==> config.mk <==
export PLATFORM = sky130hd
export DESIGN_NAME = udma_uart_rx_deser
export DESIGN_NICKNAME = d
export VERILOG_FILES = /design/src/rtl/udma_uart_rx_deser.sv
export SDC_FILE = /design/constraint.sdc
export NUM_CORES = 1
export LEC_CHECK = 0
export CORE_MARGIN = 8
export CORE_UTILIZATION = 50
export CTS_CLUSTER_SIZE = 30
export DETAILED_ROUTE_END_ITERATION = 7
export DONT_BUFFER_PORTS = 1
export PLACE_DENSITY_LB_ADDON = 0.08
export SLEW_MARGIN = 20
export SYNTH_ARGS = -nofsm -noshare
export SYNTH_HDL_FRONTEND = slang
export SYNTH_SLANG_ARGS = --single-unit
==> constraint.sdc <==
create_clock -name periph_clk_i -period 2.31 [get_ports periph_clk_i]
set_clock_uncertainty 0.2 [all_clocks]
set_input_delay 0.1155 -clock periph_clk_i [delete_from_list [all_inputs] [get_ports periph_clk_i]]
set_output_delay 0.1155 -clock periph_clk_i [all_outputs]
set_load 0.05 [all_outputs]
==> src/rtl/udma_uart_rx_deser.sv <==
// udma_uart_rx_deser: uart rx front end - synchroniser, bit sampler, parity/stop checks and 1-entry holding register
module udma_uart_rx_deser #(
  parameter int DIV_WIDTH  = 16,
  parameter int DATA_WIDTH = 8
) (
  input  logic                  periph_clk_i,
  input  logic                  rstn_i,
  input  logic                  cfg_en_i,
  input  logic [DIV_WIDTH-1:0]  cfg_div_i,
  input  logic [1:0]            cfg_bits_i,
  input  logic                  cfg_parity_en_i,
  input  logic                  cfg_parity_odd_i,
  input  logic                  cfg_stop_bits_i,
  input  logic                  rx_i,
  output logic [DATA_WIDTH-1:0] data_o,
  output logic                  valid_o,
  input  logic                  ready_i,
  output logic                  busy_o,
  output logic                  rx_char_event_o,
  output logic                  err_parity_o,
  output logic                  err_frame_o,
  output logic                  err_overrun_o
);
  typedef enum logic [2:0] {IDLE, START, DATA, PARITY, STOP} state_e;
  state_e                  state_q, state_d;
  logic [1:0]              rx_sync_q;
  logic                    rx_q, rx_s, fall, tick, eof;
  logic [DIV_WIDTH-1:0]    cnt_q, cnt_d;
  logic [2:0]              bit_idx_q, bit_idx_d;
  logic                    stop_idx_q, stop_idx_d;
  logic [7:0]              shift_q, shift_d;
  logic                    par_q, par_d, frm_q, frm_d;
  logic [DATA_WIDTH-1:0]   data_q, data_d;
  logic                    valid_q, valid_d, busy_q;
  logic                    char_q, char_d, perr_q, perr_d, ferr_q, ferr_d, ovr_q, ovr_d;
  assign rx_s = rx_sync_q[1];
  assign fall = rx_q & ~rx_s;
  assign tick = cnt_q == cfg_div_i;
  always_comb begin
    state_d    = state_q;
    cnt_d      = cnt_q + DIV_WIDTH'(1);
    bit_idx_d  = bit_idx_q;
    stop_idx_d = stop_idx_q;
    shift_d    = shift_q;
    par_d      = par_q;
    frm_d      = frm_q;
    eof        = 1'b0;
    case (state_q)
      IDLE: begin
        cnt_d = '0;
        if (fall) begin
          state_d = START;
          shift_d = '0;
          par_d   = 1'b0;
          frm_d   = 1'b0;
        end
      end
      START: if (cnt_q == (cfg_div_i >> 1)) begin
        cnt_d     = '0;
        bit_idx_d = '0;
        state_d   = rx_s ? IDLE : DATA;
      end
      DATA: if (tick) begin
        cnt_d              = '0;
        shift_d[bit_idx_q] = rx_s;
        bit_idx_d          = bit_idx_q + 3'd1;
        if (bit_idx_q == {1'b1, cfg_bits_i}) begin
          state_d    = cfg_parity_en_i ? PARITY : STOP;
          stop_idx_d = 1'b0;
        end
      end
      PARITY: if (tick) begin
        cnt_d      = '0;
        par_d      = ^shift_q ^ rx_s ^ cfg_parity_odd_i;
        state_d    = STOP;
        stop_idx_d = 1'b0;
      end
      STOP: if (tick) begin
        cnt_d = '0;
        frm_d = frm_q | ~rx_s;
        if (stop_idx_q < cfg_stop_bits_i) stop_idx_d = 1'b1;
        else begin
          eof     = 1'b1;
          state_d = IDLE;
        end
      end
      default: state_d = IDLE;
    endcase
    if (!cfg_en_i) begin
      state_d = IDLE;
      eof     = 1'b0;
    end
  end
  // frame-error frames are discarded; a full holding register drops the new character
  always_comb begin
    data_d  = data_q;
    valid_d = valid_q & ~ready_i;
    char_d  = 1'b0;
    perr_d  = 1'b0;
    ferr_d  = 1'b0;
    ovr_d   = 1'b0;
    if (eof) begin
      perr_d = par_q;
      if (frm_d) ferr_d = 1'b1;
      else if (!valid_q || ready_i) begin
        data_d  = DATA_WIDTH'(shift_q);
        valid_d = 1'b1;
        char_d  = 1'b1;
      end else ovr_d = 1'b1;
    end
  end
  always_ff @(posedge periph_clk_i or negedge rstn_i) begin
    if (!rstn_i) begin
      rx_sync_q  <= 2'b11;
      rx_q       <= 1'b1;
      state_q    <= IDLE;
      cnt_q      <= '0;
      bit_idx_q  <= '0;
      stop_idx_q <= 1'b0;
      shift_q    <= '0;
      par_q      <= 1'b0;
      frm_q      <= 1'b0;
      data_q     <= '0;
      valid_q    <= 1'b0;
      busy_q     <= 1'b0;
      char_q     <= 1'b0;
      perr_q     <= 1'b0;
      ferr_q     <= 1'b0;
      ovr_q      <= 1'b0;
    end else begin
      rx_sync_q  <= {rx_sync_q[0], rx_i};
      rx_q       <= rx_s;
      state_q    <= state_d;
      cnt_q      <= cnt_d;
      bit_idx_q  <= bit_idx_d;
      stop_idx_q <= stop_idx_d;
      shift_q    <= shift_d;
      par_q      <= par_d;
      frm_q      <= frm_d;
      data_q     <= data_d;
      valid_q    <= valid_d;
      busy_q     <= state_d != IDLE;
      char_q     <= char_d;
      perr_q     <= perr_d;
      ferr_q     <= ferr_d;
      ovr_q      <= ovr_d;
    end
  end
  assign data_o          = data_q;
  assign valid_o         = valid_q;
  assign busy_o          = busy_q;
  assign rx_char_event_o = char_q;
  assign err_parity_o    = perr_q;
  assign err_frame_o     = ferr_q;
  assign err_overrun_o   = ovr_q;
endmodule

==> impl_metrics.toml, run 1 <==
[routing]
via_per_inst = 5.36
drt-initial-drc-count = 81
avgRoutedWirePerCell_um = 17.1
drc = 0
drtAntennaViolNets = 0
firstDrtPassIters = 4
wl_mm = 6.50
vias = 2036

[clock_tree]
htree_levels = 2
clock-sinks = 50
cts-root-buf = "clkbuf_8"
cts_tree = "yes"
clk_latency_ps = 310
cts_buffer_depth = 2
cts.clk_slew.worst_paths_ps = 100
cts_buffers = 5

[synth]
synth_fa_ha_area_share_pct = 0.907
yosysUniqueCellTypes = 48
synth_top_family_by_area = "simple AND/OR/NAND/NOR gates"
syn_area_mm2 = 0.00276
ys_warn_count = 0
yosys.area.top_type = "dfrtp_1"
synth.area.mux_share_pct = 5.85
ys_seq_area_share_pct = 45.5
ys_ff_latch = 50
yosys.area_share.simple_pct = 20.6
netlist_instances = 273
synthTopCellsByArea = "dfrtp_1 43%, xnor2_1 9.2%, xor2_1 8.6%"
synth_top_area_share_pct = 42.6
synth-compound-area-share_pct = 6.17
synth_xor_area_share_pct = 17.8
synth_area_per_cell_um2 = 10.1
syn_nets = 301

[sta]
period_minus_slack_ps = 2300
rsz0062_at_grt = "yes"
setup_slack_ps = 9.22
slew_viol_final = 0
final_hold_viol_count = 0
slew_headroom_pct = 67.1
max_freq_ghz = 0.435
fin_crit_sh_pct = 99.6
setup_viol = 0
worst_pin_slew_ps = 493
whs_ps = 74.9

[min_path]
hold_path_startpoint = "cfg_en_i"
hold_class = "in2reg"

[worst_setup_path]
endpoint_kind = "register"
critPathKind = "reg2reg"
critPathMaxFanout = 4
r2r_start = "cnt_q[4]"
worstPathRequired_ps = 2310
critPathArrivalTime_ps = 2300
crit_start = "cnt_q[4]"
cp-start-kind = "register"

[floorplan]
rows = 27
start_util_pct = 51.0
die_y_um = 90.3
die_x_um = 90.3
pin_count = 40
die_area_mm2 = 0.00815
core_area_mm2 = 0.00541

[layout]
drive_gt1_share_pct = 19.5
antenna_cells = 0
final_nets = 335
stdcell_area_mm2 = 0.00328
fin_cells = 380
area_delta_synth_final_pct = 19.0

[placed_design]
dpl_worst_slack_ps = -4.58
dp.cells = 356
post_dp_cell_area_mm2 = 0.00298
io_buffers = 0
dp_hpwl_mm = 4.65
gp_congestion = 0.827

[global_route]
antenna_found_initial = 0
grt_pass1_vias = 2054
grt_pass1_wl_mm = 10.6
grt_max_degree = 51
track_usage_pct = 16.1
grt_overflow_total = 0

[pwr]
p_per_area_mw_per_mm2 = 478
vdd_drop_max_mv = 0.352
power.leakage_nw = 1.46
power_mw = 1.57

[flow_run]
maxCapViolations = 0

[outcome]
outcome = "completed"
==> power by group <==
part / internal, mW / switching [mW]
sequential: 0.884 / 0.00935
combinational: 0.0642 / 0.0755
clock: 0.217 / 0.318
==> cells by family (layout without fill, tap and decap cells) <==
| family | Yosys count | after routing |
|---|---|---|
| and+or+nand+nor | 106 | 107 |
| xor gates and xnor gates | 56 | 56 |
| DFF | 50 | 50 |
| AOI/OAI and AO/OA | 25 | 25 |
| buffers and inverters | 19 | 53 |
| muxes | 15 | 15 |
| adders and majority gates | 2 | 2 |
==> cell usage after synthesis (all sizes together) <==
master and instances:
dfrtp 47, nor2 30, xnor2 29, xor2 27
nand2 22, nand3 13, mux2 9, a21oi 8
buf 8, nand4 8, clkbuf 6, mux2i 6
nor4 6, and3 5, o21ai 5, inv 4
dfstp 3, nand2b 3, nand3b 3, nor2b 3
nor3 3, nor3b 3, o2bb2ai 3, a22o 2
and4 2, ha 2, a21boi 1, a22oi 1
clkinv 1, nand4b 1, nor4bb 1, o21a 1
o21ba 1, o21bai 1, o31a 1, o31ai 1
or2 1, or3 1, or4 1
==> registers in the layout, summed over array words and instances, names as in the netlist, 2 cells and up <==
register	flops
cnt_q	16
data_o	8
shift_q	8
bit_idx_q	3
state_q	3
rx_sync_q	2
==> critical path, stage by stage (launching register included) <==
cell and delay (ps):
dfrtp_1 400, xor2_1 160, nor4_1 350, nand4_1 230, nor2_2 300, nand3_2 210
mux2_1 350
==> layer usage <==
metal | share of wire [%] | routed length [um] | up-vias | global-route usage [%]
met5 | 0 | 0 | - | 0
met4 | 1.7 | 110 | 0 | 4.99
met3 | 4.6 | 300 | 10 | 4.07
met2 | 47 | 3030 | 47 | 24.8
met1 | 47 | 3050 | 984 | 21.5
li1 | - | - | 995 | -
==> path summary, 6_finish.rpt <==
path                                endpoint  slack, ps  cells after the start
worst max-delay path               data_o[6]          9                      6
max in group asynchronous               rx_q       1470                      2
worst min-delay path                  busy_o         70                      4
worst min register to register  rx_sync_q[1]        160                      0
min in group asynchronous         stop_idx_q        130                      2
worst max register to register     data_o[6]          9                      6
==> through the flow <==
step,setup TNS (ps),utilization [%]
after CTS,-12.9,59.7
after global placement,0,55.1
final,0,60.8
after detailed placement,-4.58,55.1
after global routing,-430,60.8
after floorplan,0,-
==> layout make-up <==
type | count | area (um^2)
Sequential cell | 50 | 1260
Clock buffer | 5 | 68.8
Multi-Input combinational cell | 205 | 1460
Tap cell | 72 | 90.1
Timing Repair Buffer | 40 | 364
Fill cell | 474 | 2120
Inverter | 5 | 18.8
Clock inverter | 3 | 23.8
==> placed cells by master (no fill, tap or decap), types with 4 or more instances in the layout <==
cell type / instances
a21oi_1: 7
mux2i_1: 6
nand3_1: 12
mux2_1: 8
dfrtp_1: 46
and3_1: 5
dlygate4sd3_1: 8
nor4_2: 4
buf_4: 27
nand4_1: 8
clkbuf_8: 5
inv_1: 4
xor2_1: 27
xnor2_1: 29
nor2_1: 27
nand2_1: 22
==> repair_timing <==
action | CTS | global route
pin swaps | 3 | 3
gates cloned | 0 | 1
hold buffers | 8 | 1
endpoints found under the setup margin | 1 | 34
setup buffers | 5 | 1
hold endpoints to repair | 61 | 3
gates resized for setup | 5 | 6
(Power assumes the default switching activity.)
==> inputs of run 2 (changes only) <==
--- a/config.mk
+++ b/config.mk
@@ -5,8 +5,10 @@
 export SDC_FILE = /design/constraint.sdc
 export NUM_CORES = 1
 export LEC_CHECK = 0
+export CELL_PAD_IN_SITES_DETAIL_PLACEMENT = 1
+export CELL_PAD_IN_SITES_GLOBAL_PLACEMENT = 1
 export CORE_MARGIN = 8
-export CORE_UTILIZATION = 50
+export CORE_UTILIZATION = 44
 export CTS_CLUSTER_SIZE = 30
 export DETAILED_ROUTE_END_ITERATION = 7
 export DONT_BUFFER_PORTS = 1
==> impl_metrics.toml, run 2 (same netlist as run 1, synthesis figures left out) <==
[layout]
final_nets = 344
mostFrequentLayoutCell = "dfrtp_1"
area_delta_synth_final_pct = 29.0
largest_reg_flops = 16
antenna_cells = 0
fin_cells = 394
final_cell_mix = "46 x dfrtp_1, 32 x buf_4, 29 x xnor2_1, 26 x xor2_1, 21 x nand2_1"
regMostFlops = "cnt_q"
drive_gt1_share_pct = 28.4

[placed_design]
dpl_worst_slack_ps = -100
io_buffers = 0
dp_hpwl_mm = 5.38
gp_congestion = 0.813
dp.cells = 366

[worst_setup_path]
critPathMaxFanout = 3
critPathKind = "reg2reg"
crit_start = "cnt_q[10]"
r2r_start = "cnt_q[10]"
endpoint_kind = "register"
critPathArrivalTime_ps = 2320
cp-start-kind = "register"
worstPathRequired_ps = 2300

[min_path]
hold_class = "in2reg"
hold_path_startpoint = "cfg_en_i"

[global_route]
use_met2_pct = 30.3
grt_pass1_vias = 2361
met3_usage_pct = 5.43
antenna_found_initial = 0
met1_usage_pct = 19.0
grt_pass1_wl_mm = 12.0
track_usage_pct = 17.1
grt_max_degree = 51
grt_overflow_total = 0
busiest_layer = "met2"

[clock_tree]
cts_tree = "yes"
cts-root-buf = "clkbuf_8"
cts_buffer_depth = 2
cts.clk_slew.worst_paths_ps = 110
clock-sinks = 50
htree_levels = 2
clk_latency_ps = 310
cts_buffers = 5

[outcome]
outcome = "complete, but fails checks"
violations = "setup timing"

[sta]
rsz0062_at_grt = "yes"
worst_pin_slew_ps = 493
setup_slack_ps = -13.6
setup_viol = 9
period_minus_slack_ps = 2320
slew_viol_final = 0
max_freq_ghz = 0.430
final_hold_viol_count = 0
slew_headroom_pct = 67.1
fin_crit_sh_pct = 101

[floorplan]
pin_count = 40
die_y_um = 95.2
die_x_um = 95.2
start_util_pct = 44.5
core_area_mm2 = 0.00620
rows = 29
die_area_mm2 = 0.00906

[routing]
drtAntennaViolNets = 0
firstDrtPassIters = 4
via_per_inst = 5.43
vias = 2138
wl_mm = 7.71
drt-initial-drc-count = 76
drc = 0
avgRoutedWirePerCell_um = 19.6

[pwr]
p_comb_share_pct = 10.3
seqPwrFrac_pct = 56.6
switching_power_mw = 0.411
swShare_pct = 26.0
p_clk_share_pct = 33.2
intPower_mw = 1.17
power.leakage_nw = 1.56
p_per_area_mw_per_mm2 = 444
vdd_drop_max_mv = 0.270
power_mw = 1.58

[flow_run]
maxCapViolations = 0
==> run 2: worst max-delay path, stage by stage, from the launching register on <==
cell,delay [ps]
dfrtp_2,440
buf_6,120
xor2_1,150
or4_4,490
nor4_4,200
nand3b_1,150
nand4_1,130
or3_1,320
==> run 2: final timing paths <==
kind                                endpoint  slack (ps)  cells past startpoint
max in group asynchronous       rx_sync_q[0]        1490                      2
worst min register to register  rx_sync_q[1]         160                      0
worst max register to register        busy_o         -10                      7
min in group asynchronous       bit_idx_q[2]         120                      2
worst min-delay path               data_o[7]          70                      4
worst max-delay path                  busy_o         -10                      7
==> run 2: power by group through the flow <==
stage | combinational, mW | sequential [mW] | clock, mW
floorplan | 0.0682 | 0.910 | 0
global placement | 0.103 | 0.911 | 0
detailed placement | 0.104 | 0.911 | 0
CTS | 0.138 | 0.893 | 0.540
global route | 0.178 | 0.895 | 0.572
finish | 0.162 | 0.893 | 0.524
==> run 2: cell type report <==
cell class | instances | area (um^2)
Clock buffer | 5 | 68.8
Timing Repair Buffer | 50 | 472
Sequential cell | 50 | 1260
Inverter | 5 | 18.8
Tap cell | 77 | 96.3
Clock inverter | 3 | 21.3
Multi-Input combinational cell | 204 | 1630
Fill cell | 676 | 2650
==> run 2: per-layer routing <==
layer  vias to the layer above  part of all wire [%]
met1                      1068                    38
met5                         -                     0
met4                         0                   2.1
met2                        44                    53
li1                       1012                     -
met3                        14                   6.5
==> run 2: repair_timing <==
action                                 4_1_cts  5_1_grt
setup endpoints to repair                   13       43
gates cloned                                 0        1
hold buffers                                 8        1
resized for setup                            4       47
pin swaps                                    3       25
endpoints found under the hold margin       60        4
setup buffers                                2        8
==> run 2: through the flow <==
step	setup TNS, ps	util [%]	area [um^2]	hold WS, ps
2_1_floorplan	0	-	2760	-380
3_3_place_gp	-58.4	48.7	3020	-378
5_1_grt	-4700	57.4	3560	100
6_report	-45.9	57.4	3560	74.2
4_1_cts	-22.5	52.3	3240	-237
3_5_place_dp	-765	48.7	3020	-379
==> inputs of run 3 (changes only) <==
--- a/config.mk
+++ b/config.mk
@@ -9,6 +9,7 @@
 export CELL_PAD_IN_SITES_GLOBAL_PLACEMENT = 1
 export CORE_MARGIN = 8
 export CORE_UTILIZATION = 44
+export CTS_BUF_LIST = sky130_fd_sc_hd__clkbuf_16
 export CTS_CLUSTER_SIZE = 30
 export DETAILED_ROUTE_END_ITERATION = 7
 export DONT_BUFFER_PORTS = 1
==> impl_metrics.toml, run 3 (same netlist as run 1, synthesis figures left out) <==
[layout]
stdcell_area_mm2 = 0.00344
regArea_mm2 = 0.00126
final_cell_mix = "46 x dfrtp_1, 32 x buf_4, 29 x xnor2_1, 27 x xor2_1, 26 x nor2_1"
multi_input_area_mm2 = 0.00151
mostFrequentLayoutCell = "dfrtp_1"
drive_gt1_share_pct = 22.7
regMostFlops = "cnt_q"
antenna_cells = 0
area_delta_synth_final_pct = 24.8
final_nets = 340
postLayoutCoreUtil_pct = 55.5
largest_reg_flops = 16
n_fill_cell = 684

[routing]
drt-initial-drc-count = 53
drtAntennaViolNets = 0
firstDrtPassIters = 4
via_per_inst = 5.41
vias = 2110
avgRoutedWirePerCell_um = 18.7
wl_mm = 7.28
drc = 0

[floorplan]
start_util_pct = 44.5
die_y_um = 95.2
die_x_um = 95.2
core_area_mm2 = 0.00620
die_area_mm2 = 0.00906
rows = 29
pin_count = 40

[clock_tree]
clock-sinks = 50
cts-root-buf = "clkbuf_16"
cts.clk_slew.worst_paths_ps = 70
cts_buffer_depth = 2
cts_tree = "yes"
clk_latency_ps = 290
cts_buffers = 5
htree_levels = 2

[sta]
max_freq_ghz = 0.439
rsz0062_at_grt = "yes"
period_minus_slack_ps = 2280
worst_pin_slew_ps = 489
setup_tns_ps = 0
setup_viol = 0
slew_headroom_pct = 67.4
fin_crit_sh_pct = 98.7
slew_viol_final = 0
final_hold_viol_count = 0

[pwr]
vdd_drop_max_mv = 0.333
power_mw = 1.77
power.leakage_nw = 1.52
p_per_area_mw_per_mm2 = 513

[worst_setup_path]
cpLargestDelayFamily = "simple AND/OR/NAND/NOR gates"
r2r_start = "cnt_q[12]"
critPathArrivalTime_ps = 2250
cp_slowest_stage_delay_ps = 390
timing.critical_path.cells = "xor2_1 -> nor4_2 -> buf_4 -> nand4_1 -> buf_4 -> buf_6 -> o21bai_4 -> a21oi_2 -> or3_1"
reg2reg_slack_ps = 30
critPathMaxFanout = 5
reg2reg_depth = 9
cp-start-kind = "register"
critPathKind = "reg2reg"
path_buf_inv = 3
worstPathRequired_ps = 2280
r2r-end = "busy_o"
crit_top_cell = "buf_4"
crit_slowest_cell = "dfrtp_1"
endpoint_kind = "register"

[outcome]
outcome = "completed"

[global_route]
grt_pass1_vias = 2345
grt_overflow_total = 0
grt_pass1_wl_mm = 11.9
antenna_found_initial = 0
track_usage_pct = 16.8
grt_max_degree = 51

[min_path]
min_path_cells = 4
hold_path_startpoint = "cfg_en_i"
hold_end = "data_o[7]"
hold_class = "in2reg"

[flow_run]
maxCapViolations = 0

[placed_design]
gp_congestion = 0.813
dp_hpwl_mm = 5.38
post_dp_cell_area_mm2 = 0.00302
io_buffers = 0
==> run 3: cell count changes in the layout (fill, tap and decap cells not counted), sizes merged <==
cell	delta
buf	-3
clkbuf	-1
==> run 3: layout make-up <==
type,instances,area share [%]
Tap cell,77,2.80
Clock inverter,3,0.618
Sequential cell,50,36.5
Clock buffer,5,3.64
Multi-Input combinational cell,204,43.9
Inverter,5,0.545
Timing Repair Buffer,46,12.0
==> run 3: how the worst max path moves through the flow <==
stage,start,end,slack [ps],cells past startpoint
after CTS,cnt_q[7],busy_o,-20,8
after detailed placement,cnt_q[7],data_o[0],-100,7
final,cnt_q[12],busy_o,30,9
after global placement,cnt_q[7],data_o[0],-9,7
after floorplan,cnt_q[11],busy_o,100,7
after global routing,cnt_q[12],busy_o,-120,9
==> run 3: repair_timing <==
action / 4_1_cts / 5_1_grt
resized for setup: 4 / 20
hold endpoints to repair: 60 / 0
pin swaps: 3 / 3
buffers inserted: 1 / 6
hold buffers: 9 / 0
endpoints found under the setup margin: 30 / 38
gates cloned: 0 / 0
==> run 3: report_power, final <==
part           internal (mW)  switching, mW  total [mW]
logic                 0.0622         0.0797       0.142
registers              0.885        0.00902       0.894
clock network          0.402          0.330       0.731
==> run 3: worst register-to-register path, cell delays in order, from the launching register on <==
cell,delay (ps)
dfrtp_1,390
xor2_1,160
nor4_2,300
buf_4,170
nand4_1,110
buf_4,160
buf_6,120
o21bai_4,130
a21oi_2,70
or3_1,360
==> run 3: through the flow <==
step                      hold WS (ps)  instances  setup WS [ps]
final                              109        390           29.6
after detailed placement          -379        366           -100
after CTS                         4.66        384          -16.1
after global placement            -378        366          -8.71
after global routing               140        390           -118
after floorplan                   -380        273           96.6
==> run 3: routing by layer <==
layer	vias to the layer above	wire length [um]	global-route usage, %
li1	1004	-	-
met1	1065	2940	19.1
met2	33	3800	30.0
met3	8	442	4.96
met4	0	104	4.42
met5	-	0	0
